===== config.mk =====
export PLATFORM = sky130hd
export DESIGN_NAME = multicycle_control_flat
export DESIGN_NICKNAME = d
export VERILOG_FILES = /design/src/rtl/multicycle_control_if.sv /design/src/rtl/multicycle_control.sv /design/src/flat_wrapper.sv
export SDC_FILE = /design/constraint.sdc
export NUM_CORES = 1
export LEC_CHECK = 0
export CELL_PAD_IN_SITES_DETAIL_PLACEMENT = 1
export CELL_PAD_IN_SITES_GLOBAL_PLACEMENT = 2
export CORE_MARGIN = 4
export CORE_UTILIZATION = 15
export DETAILED_ROUTE_END_ITERATION = 12
export HOLD_SLACK_MARGIN = 0.03
export PLACE_DENSITY_LB_ADDON = 0.1
export SLEW_MARGIN = 20
export SYNTH_ARGS = -nofsm -noshare
export SYNTH_HDL_FRONTEND = slang
export SYNTH_SLANG_ARGS = --single-unit

===== constraint.sdc =====
create_clock -name clk -period 1.3 [get_ports clk]
set_input_delay 0.26 -clock clk [delete_from_list [all_inputs] [get_ports clk]]
set_output_delay 0.26 -clock clk [all_outputs]
set_load 0.05 [all_outputs]

===== src/rtl/multicycle_control_if.sv =====
// Control bundle between the multicycle controller and the datapath.
// master = controller (drives enables/selects), slave = datapath (drives IR fields and zero).
interface multicycle_control_if;
    logic [6:0] opcode;
    logic [2:0] funct3;
    logic       funct7_5;
    logic       zero;
    logic       PCWrite;
    logic       IorD;
    logic       MemRead;
    logic       MemWrite;
    logic       IRWrite;
    logic       MemtoReg;
    logic       RegWrite;
    logic       ALUSrcA;
    logic [1:0] ALUSrcB;
    logic       PCSource;
    logic [3:0] alu_control;
    logic       retire;
    logic       halted;
    logic [3:0] state;

    modport master (
        input  opcode, funct3, funct7_5, zero,
        output PCWrite, IorD, MemRead, MemWrite, IRWrite, MemtoReg, RegWrite,
               ALUSrcA, ALUSrcB, PCSource, alu_control, retire, halted, state
    );
    modport slave (
        output opcode, funct3, funct7_5, zero,
        input  PCWrite, IorD, MemRead, MemWrite, IRWrite, MemtoReg, RegWrite,
               ALUSrcA, ALUSrcB, PCSource, alu_control, retire, halted, state
    );
endinterface


===== src/rtl/multicycle_control.sv =====
// Moore control FSM for the multicycle RV32I subset core (addi, lw, sw, add, sub, and, or, beq).
// Illegal encodings park the FSM in HALT until reset.
module multicycle_control (
    input  logic                 clk,
    input  logic                 reset,
    multicycle_control_if.master bus
);
    typedef enum logic [3:0] {
        FETCH     = 4'd0,
        DECODE    = 4'd1,
        MEM_ADDR  = 4'd2,
        MEM_READ  = 4'd3,
        MEM_WB    = 4'd4,
        MEM_WRITE = 4'd5,
        EXEC_R    = 4'd6,
        ALU_WB    = 4'd7,
        EXEC_I    = 4'd8,
        BRANCH    = 4'd9,
        HALT      = 4'd10
    } state_t;

    localparam logic [6:0] OP_LOAD  = 7'b0000011;
    localparam logic [6:0] OP_STORE = 7'b0100011;
    localparam logic [6:0] OP_R     = 7'b0110011;
    localparam logic [6:0] OP_IMM   = 7'b0010011;
    localparam logic [6:0] OP_BR    = 7'b1100011;

    localparam logic [3:0] ALU_AND = 4'b0000;
    localparam logic [3:0] ALU_OR  = 4'b0001;
    localparam logic [3:0] ALU_ADD = 4'b0010;
    localparam logic [3:0] ALU_SUB = 4'b0110;

    state_t     state_q, state_d;
    logic       pc_write_uncond, branch;
    logic       mem_read, mem_write, ir_write, reg_write, retire_s, halted_s;
    logic       iord, mem_to_reg, alu_src_a, pc_source;
    logic [1:0] alu_src_b;
    logic [3:0] alu_ctl;
    logic       r_legal;
    logic [3:0] r_alu;

    // R-type funct decode: {funct7_5, funct3}
    always_comb begin
        r_legal = 1'b1;
        r_alu   = ALU_ADD;
        case ({bus.funct7_5, bus.funct3})
            4'b0_000: r_alu = ALU_ADD;
            4'b1_000: r_alu = ALU_SUB;
            4'b0_111: r_alu = ALU_AND;
            4'b0_110: r_alu = ALU_OR;
            default:  r_legal = 1'b0;
        endcase
    end

    always_ff @(posedge clk) begin
        if (reset) state_q <= FETCH;
        else       state_q <= state_d;
    end

    always_comb begin
        state_d         = state_q;
        pc_write_uncond = 1'b0;
        branch          = 1'b0;
        mem_read        = 1'b0;
        mem_write       = 1'b0;
        ir_write        = 1'b0;
        reg_write       = 1'b0;
        retire_s        = 1'b0;
        halted_s        = 1'b0;
        iord            = 1'b0;
        mem_to_reg      = 1'b0;
        alu_src_a       = 1'b0;
        alu_src_b       = 2'b00;
        pc_source       = 1'b0;
        alu_ctl         = ALU_ADD;
        case (state_q)
            FETCH: begin
                mem_read  = 1'b1;
                ir_write  = 1'b1;
                alu_src_b = 2'b01;
                state_d   = DECODE;
            end
            DECODE: begin
                // PC takes old PC+4 while ALUOut captures old PC+imm as branch target
                pc_write_uncond = 1'b1;
                pc_source       = 1'b1;
                alu_src_b       = 2'b10;
                case (bus.opcode)
                    OP_LOAD, OP_STORE: state_d = (bus.funct3 == 3'b010) ? MEM_ADDR : HALT;
                    OP_R:              state_d = r_legal ? EXEC_R : HALT;
                    OP_IMM:            state_d = (bus.funct3 == 3'b000) ? EXEC_I : HALT;
                    OP_BR:             state_d = (bus.funct3 == 3'b000) ? BRANCH : HALT;
                    default:           state_d = HALT;
                endcase
            end
            MEM_ADDR: begin
                alu_src_a = 1'b1;
                alu_src_b = 2'b10;
                state_d   = (bus.opcode == OP_STORE) ? MEM_WRITE : MEM_READ;
            end
            MEM_READ: begin
                mem_read = 1'b1;
                iord     = 1'b1;
                state_d  = MEM_WB;
            end
            MEM_WB: begin
                reg_write  = 1'b1;
                mem_to_reg = 1'b1;
                retire_s   = 1'b1;
                state_d    = FETCH;
            end
            MEM_WRITE: begin
                mem_write = 1'b1;
                iord      = 1'b1;
                retire_s  = 1'b1;
                state_d   = FETCH;
            end
            EXEC_R: begin
                alu_src_a = 1'b1;
                alu_ctl   = r_alu;
                state_d   = ALU_WB;
            end
            EXEC_I: begin
                alu_src_a = 1'b1;
                alu_src_b = 2'b10;
                state_d   = ALU_WB;
            end
            ALU_WB: begin
                reg_write = 1'b1;
                retire_s  = 1'b1;
                state_d   = FETCH;
            end
            BRANCH: begin
                alu_src_a = 1'b1;
                alu_ctl   = ALU_SUB;
                branch    = 1'b1;
                pc_source = 1'b1;
                retire_s  = 1'b1;
                state_d   = FETCH;
            end
            HALT: begin
                halted_s = 1'b1;
                state_d  = HALT;
            end
            default: state_d = HALT;
        endcase
    end

    // Enables are masked during reset so a mid-instruction reset commits nothing
    assign bus.PCWrite     = !reset && (pc_write_uncond || (branch && bus.zero));
    assign bus.MemRead     = !reset && mem_read;
    assign bus.MemWrite    = !reset && mem_write;
    assign bus.IRWrite     = !reset && ir_write;
    assign bus.RegWrite    = !reset && reg_write;
    assign bus.retire      = !reset && retire_s;
    assign bus.halted      = !reset && halted_s;
    assign bus.IorD        = iord;
    assign bus.MemtoReg    = mem_to_reg;
    assign bus.ALUSrcA     = alu_src_a;
    assign bus.ALUSrcB     = alu_src_b;
    assign bus.PCSource    = pc_source;
    assign bus.alu_control = alu_ctl;
    assign bus.state       = state_q;
endmodule


===== src/flat_wrapper.sv =====
// flat-port wrapper written by rule: the top's interface ports become plain ports
module multicycle_control_flat 
  (clk, reset, bus_opcode, bus_funct3, bus_funct7_5, bus_zero, bus_PCWrite, bus_IorD, bus_MemRead, bus_MemWrite, bus_IRWrite, bus_MemtoReg, bus_RegWrite, bus_ALUSrcA, bus_ALUSrcB, bus_PCSource, bus_alu_control, bus_retire, bus_halted, bus_state);
  multicycle_control_if bus_i ();
  input  logic clk;
  input  logic reset;
  input wire logic [$bits(bus_i.opcode)-1:0] bus_opcode;
  input wire logic [$bits(bus_i.funct3)-1:0] bus_funct3;
  input wire logic [$bits(bus_i.funct7_5)-1:0] bus_funct7_5;
  input wire logic [$bits(bus_i.zero)-1:0] bus_zero;
  output wire logic [$bits(bus_i.PCWrite)-1:0] bus_PCWrite;
  output wire logic [$bits(bus_i.IorD)-1:0] bus_IorD;
  output wire logic [$bits(bus_i.MemRead)-1:0] bus_MemRead;
  output wire logic [$bits(bus_i.MemWrite)-1:0] bus_MemWrite;
  output wire logic [$bits(bus_i.IRWrite)-1:0] bus_IRWrite;
  output wire logic [$bits(bus_i.MemtoReg)-1:0] bus_MemtoReg;
  output wire logic [$bits(bus_i.RegWrite)-1:0] bus_RegWrite;
  output wire logic [$bits(bus_i.ALUSrcA)-1:0] bus_ALUSrcA;
  output wire logic [$bits(bus_i.ALUSrcB)-1:0] bus_ALUSrcB;
  output wire logic [$bits(bus_i.PCSource)-1:0] bus_PCSource;
  output wire logic [$bits(bus_i.alu_control)-1:0] bus_alu_control;
  output wire logic [$bits(bus_i.retire)-1:0] bus_retire;
  output wire logic [$bits(bus_i.halted)-1:0] bus_halted;
  output wire logic [$bits(bus_i.state)-1:0] bus_state;
  assign bus_i.opcode = bus_opcode;
  assign bus_i.funct3 = bus_funct3;
  assign bus_i.funct7_5 = bus_funct7_5;
  assign bus_i.zero = bus_zero;
  assign bus_PCWrite = bus_i.PCWrite;
  assign bus_IorD = bus_i.IorD;
  assign bus_MemRead = bus_i.MemRead;
  assign bus_MemWrite = bus_i.MemWrite;
  assign bus_IRWrite = bus_i.IRWrite;
  assign bus_MemtoReg = bus_i.MemtoReg;
  assign bus_RegWrite = bus_i.RegWrite;
  assign bus_ALUSrcA = bus_i.ALUSrcA;
  assign bus_ALUSrcB = bus_i.ALUSrcB;
  assign bus_PCSource = bus_i.PCSource;
  assign bus_alu_control = bus_i.alu_control;
  assign bus_retire = bus_i.retire;
  assign bus_halted = bus_i.halted;
  assign bus_state = bus_i.state;
  multicycle_control u_core (.clk(clk), .reset(reset), .bus(bus_i));
endmodule

==> metrics.txt, run 1 <==
Max Root-Sink Buffers 2; IO Pins 35; Syn Nets 93; DRT Wirelength 2740 um; CTS buffer count 3; largest net degree at the start of global routing 12; post-synthesis cell type count 36; crit-path leading delay family simple AND/OR/NAND/NOR gates; dpl cell area 0.00156 sq mm; clock latency on the worst-skew pair 0.21 ns; Seq/Total Area, Yosys 14.5%; Starting Density 16.0%; Worst Hold Class input pin to flop; mapped cell area 552 sq um; vias in the first global route 987; Finished Cell Area 0.00190 sq mm; dpl hpwl 2090 um; most frequent cells in the layout buf_4 (35), buf_12 (21), buf_6 (16); Worst path max stage delay 0.41 ns; layout cells sized above 1 76.6%; maximum fanout along the worst path 4; failing checks negative setup slack; Die X 68.7 um; Post-synth EDFFs 0; Die Area 0.00471 sq mm; CP max-delay cell or3_4; initial antenna violation count 0; max-capacitance violation count 0; RePlAce Congestion 0.706; clock transition at the registers of the reported paths 0.03 ns; H-tree depth 1; ANT nets after route 0; chip height 68.7 um; Synth Flop Type dfxtp_1; Post-CTS Hold Buffers 0; Mean Syn Cell Area 6.98 sq um; synth warn 0; clock sinks 4; Power Density 1120 mW/mm^2; Req. time, crit path 1.04 ns; # diodes 0; Worst Setup End Kind primary output; most common cell after layout, fill and taps aside buf_4; asr flop ratio synth 0%; Peak VDD IR 333 uV; FMAX 608 MHz; Crit Path Category flop to primary output; cells along the critical path nand2b_4, or3_4, nor2_4, buf_12; Avg WL per Cell 13.4 um; total gr overflow 0; Final Hold Slack 0.557 ns; min cycle time layout 1.65 ns; Leak 0.753 nW; crit path buf inv count 1; CTS tree yes; Yosys reg bits 4; Layout Nets 174; Initial DRC Count 29; Max Slew Vio Count 0; vias 903; status complete, but fails checks; Residual DRC 0; CTS root buf clkbuf_8; vias per cell 4.43; final setup violation count 18; critical path arrival 1.39 ns; All-Layer GR Usage 12.8%; max reg flops 4; final clock period utilization by the worst path 127%; clock skew 0.000250 ns; row cnt 21; crit start category flop; Layout Utilization 55.3%; Post-Synthesis Cells 79; Final Hold Violating Endpoints 0; PnR worst setup slack -0.346 ns; global-route wire length before repair 4520 um; Port Buffers 33; Tot Pwr 2.13 mW; RSZ-0062 raised after global routing true; Pre-antenna DRT Iters 4; Core ar. 0.00344 sq mm; P&R area growth vs syn 245%
synth_stat cells, drive strengths merged, types with 2 or more instances:
master	instances	area share (%)
or3	2	3.2
o21ai	3	2.7
nor3	8	7.3
nor2	13	8.8
nand2	3	2.0
nand2b	5	7.0
nor3b	2	2.7
buf	7	11
a211oi	2	2.7
xnor2	2	3.2
o22ai	3	3.4
inv	2	1.4
a2111oi	2	4.3
nor4	2	2.3
dfxtp	4	15
a21oi	5	4.5
stage by stage:
step | worst slack, ns | std cells | TNS (ns)
3_5_place_dp | -0.543 | 187 | -6.15
4_1_cts | -0.353 | 202 | -4.22
3_3_place_gp | -0.529 | 187 | -5.88
2_1_floorplan | -0.447 | 79 | -4.23
6_report | -0.346 | 204 | -3.91
5_1_grt | -0.379 | 204 | -4.96
final cells by class:
type / instances / area (sq um)
multi-input cells: 65 / 729
well taps: 46 / 57.6
flip-flops and latches: 4 / 95.1
repair buffers: 84 / 973
inverters: 2 / 7.51
fillers: 375 / 1540
clock buffers: 3 / 41.3
power by group:
| group | total, mW | switching (mW) | internal [mW] |
|---|---|---|---|
| logic | 1.68 | 0.830 | 0.854 |
| registers | 0.187 | 0.0372 | 0.150 |
| clock network | 0.259 | 0.0617 | 0.197 |
| total | 2.13 | 0.929 | 1.20 |
final timing paths:
check,startpoint,endpoint,slack (ns),cells past startpoint
max,u_core.bus.state[0],bus_alu_control[0],-0.35,4
min,bus_funct3[2],u_core.bus.state[3],0.56,4
max reg2reg,u_core.bus.state[3],u_core.bus.state[2],-0.07,5
min reg2reg,u_core.bus.state[0],u_core.bus.state[0],0.72,2
worst register-to-register path: cells and delay by family (launching register included):
| family | cells | cell delay, ns |
|---|---|---|
| flops | 1 | 0.35 |
| simple gates | 3 | 0.55 |
| buf+inv | 1 | 0.15 |
| compound gates | 1 | 0.23 |
kinds of logic (layout without fill, tap and decap cells):
family / Yosys count / in the layout / share of synthesized area (%)
compound gates: 20 / 20 / 25.2
xor+xnor: 2 / 2 / 3.18
buf+inv: 10 / 89 / 12.7
flops: 4 / 4 / 14.5
other cells: 1 / 1 / 0.680
simple gates: 42 / 42 / 43.8
layer usage:
layer | vias to the layer above | track usage [%] | routed length, um
li1 | 448 | - | -
met1 | 438 | 14.7 | 1020
met2 | 17 | 24.8 | 1620
met3 | 0 | 0.648 | 93
met4 | 0 | 3.72 | 0
met5 | - | 0 | 0
what timing repair did:
action                                  CTS  global route
gates resized for setup                  64             7
pin swaps                                23            13
setup buffers                            13             2
endpoints found under the setup margin   20            20
(Power assumes the default switching activity.)
==> run 2: changes to the inputs <==
Settings changed: CORE_ASPECT_RATIO from default to 1.2.
==> run 2 against run 1 <==
Net effect: non-clock buffer count down 9; critical endpoint unchanged; worst hold slack got worse by 0.030 ns; largest power group unchanged; the flow still finishes with violations (negative setup slack); critical path depth did not move; routed wire length increased by 1.1%; clock skew grew 0.0011 ns; highest routed layer is now met4; sequential power about the same.
==> metrics.txt, run 2 (same netlist as run 1, synthesis figures left out) <==
IO Pins 35; max reg flops 4; final setup violation count 19; most common cell after layout, fill and taps aside buf_4; PnR worst setup slack -0.354 ns; Hold Crit Start bus_funct3[2]; # diodes 0; flop-to-flop setup slack -0.03 ns; Port Buffers 33; Hold EP u_core.bus.state[3]; global-route wire length before repair 4400 um; Crit Path Category flop to primary output; Final Hold Slack 0.528 ns; Place WS -0.565 ns; Worst Setup End Kind primary output; gr busiest metal met2; Finished Cell Area 0.00182 sq mm; r2r worst-path depth 5; Post-CTS Hold Buffers 0; clock sinks 4; Avg WL per Cell 14.9 um; first element of the critical path u_core.bus.state[3]; Die X 63.4 um; RSZ-0062 raised after global routing true; clock latency on the worst-skew pair 0.21 ns; clock skew 0.00131 ns; most frequent cells in the layout buf_4 (28), buf_12 (21), buf_6 (13); Residual DRC 0; vias per cell 4.74; Starting Density 16.0%; Power Density 1140 mW/mm^2; met3 Usage GRT 1.06%; Peak VDD IR 297 uV; Initial DRC Count 10; Pre-antenna DRT Iters 4; final clock period utilization by the worst path 127%; dpl cell area 0.00153 sq mm; CTS buffer count 3; All-Layer GR Usage 11.9%; P&R area growth vs syn 229%; crit start category flop; layout cells sized above 1 75.8%; met1 GRT Util 12.3%; Die Area 0.00472 sq mm; Core ar. 0.00345 sq mm; Req. time, crit path 1.04 ns; FMAX 605 MHz; Leak 0.705 nW; vias 882; Max Slew Vio Count 0; Reg-to-Reg Start u_core.bus.state[3]; H-tree depth 1; Reg-to-Reg End u_core.bus.state[2]; status complete, but fails checks; initial antenna violation count 0; RePlAce Congestion 0.784; min cycle time layout 1.65 ns; Max Root-Sink Buffers 2; Layout Nets 165; Worst Hold Class input pin to flop; critical path arrival 1.39 ns; Hold Path Depth 4; row cnt 23; Final Hold Violating Endpoints 0; chip height 74.4 um; clock transition at the registers of the reported paths 0.03 ns; dpl hpwl 2250 um; ANT nets after route 0; max-capacitance violation count 0; CTS root buf clkbuf_8; maximum fanout along the worst path 4; global routing usage on met2 24.6%; largest net degree at the start of global routing 10; total gr overflow 0; vias in the first global route 943; DRT Wirelength 2770 um; CTS tree yes; failing checks negative setup slack
[run 2: changes by cell type in the layout (fill, tap and decap cells not counted), sizes merged]
cell | before | now
buf | 74 | 66
clkdlybuf4s15 | 1 | 0
dlygate4sd2 | 6 | 7
dlymetal6s2s | 1 | 0
[run 2: per-stage QoR]
stage | std cells | util (%) | TNS [ns] | total power [mW]
2_1_floorplan | 79 | - | -4.23 | 0.959
3_3_place_gp | 176 | 44.3 | -5.23 | 1.60
3_5_place_dp | 176 | 44.3 | -5.52 | 1.61
4_1_cts | 185 | 51.6 | -4.10 | 2.05
5_1_grt | 186 | 52.6 | -4.56 | 2.15
6_report | 186 | 52.6 | -3.75 | 2.06
[run 2: repair_timing]
item                                    in CTS  in global routing
gates resized for setup                     64                  9
endpoints found under the setup margin      20                 21
pin swaps                                   22                  7
buffers inserted                             7                  1
[run 2: worst max-delay path by stage]
stage | cells past startpoint | slack [ns] | endpoint
floorplan | 4 | -0.45 | bus_alu_control[0]
global placement | 5 | -0.52 | bus_alu_control[2]
detailed placement | 5 | -0.56 | bus_alu_control[0]
CTS | 4 | -0.36 | bus_alu_control[0]
global route | 4 | -0.39 | bus_alu_control[0]
finish | 4 | -0.35 | bus_alu_control[0]
[run 2: power breakdown]
part / switching, mW / internal, mW
Combinational: 0.819 / 0.805
Sequential: 0.0342 / 0.150
Clock: 0.0568 / 0.197
Total: 0.910 / 1.15
[run 2: critical path: stages, from the launching register on]
cell and delay, ns:
dfxtp_4 0.35, nand2b_4 0.17, or3_4 0.41, nor2_4 0.11, buf_12 0.14
[run 2: layer usage]
layer	routed length [um]	share of wire, %
met5	0	0
met2	1630	59
met1	1040	37
met3	87	3.1
met4	19	0.69
[run 2: layout make-up]
class / instances / area, sq um
Inverter: 2 / 7.51
Tap cell: 37 / 46.3
Clock buffer: 3 / 41.3
Multi-Input combinational cell: 65 / 722
Timing Repair Buffer: 75 / 903
Sequential cell: 4 / 95.1
Fill cell: 369 / 1640
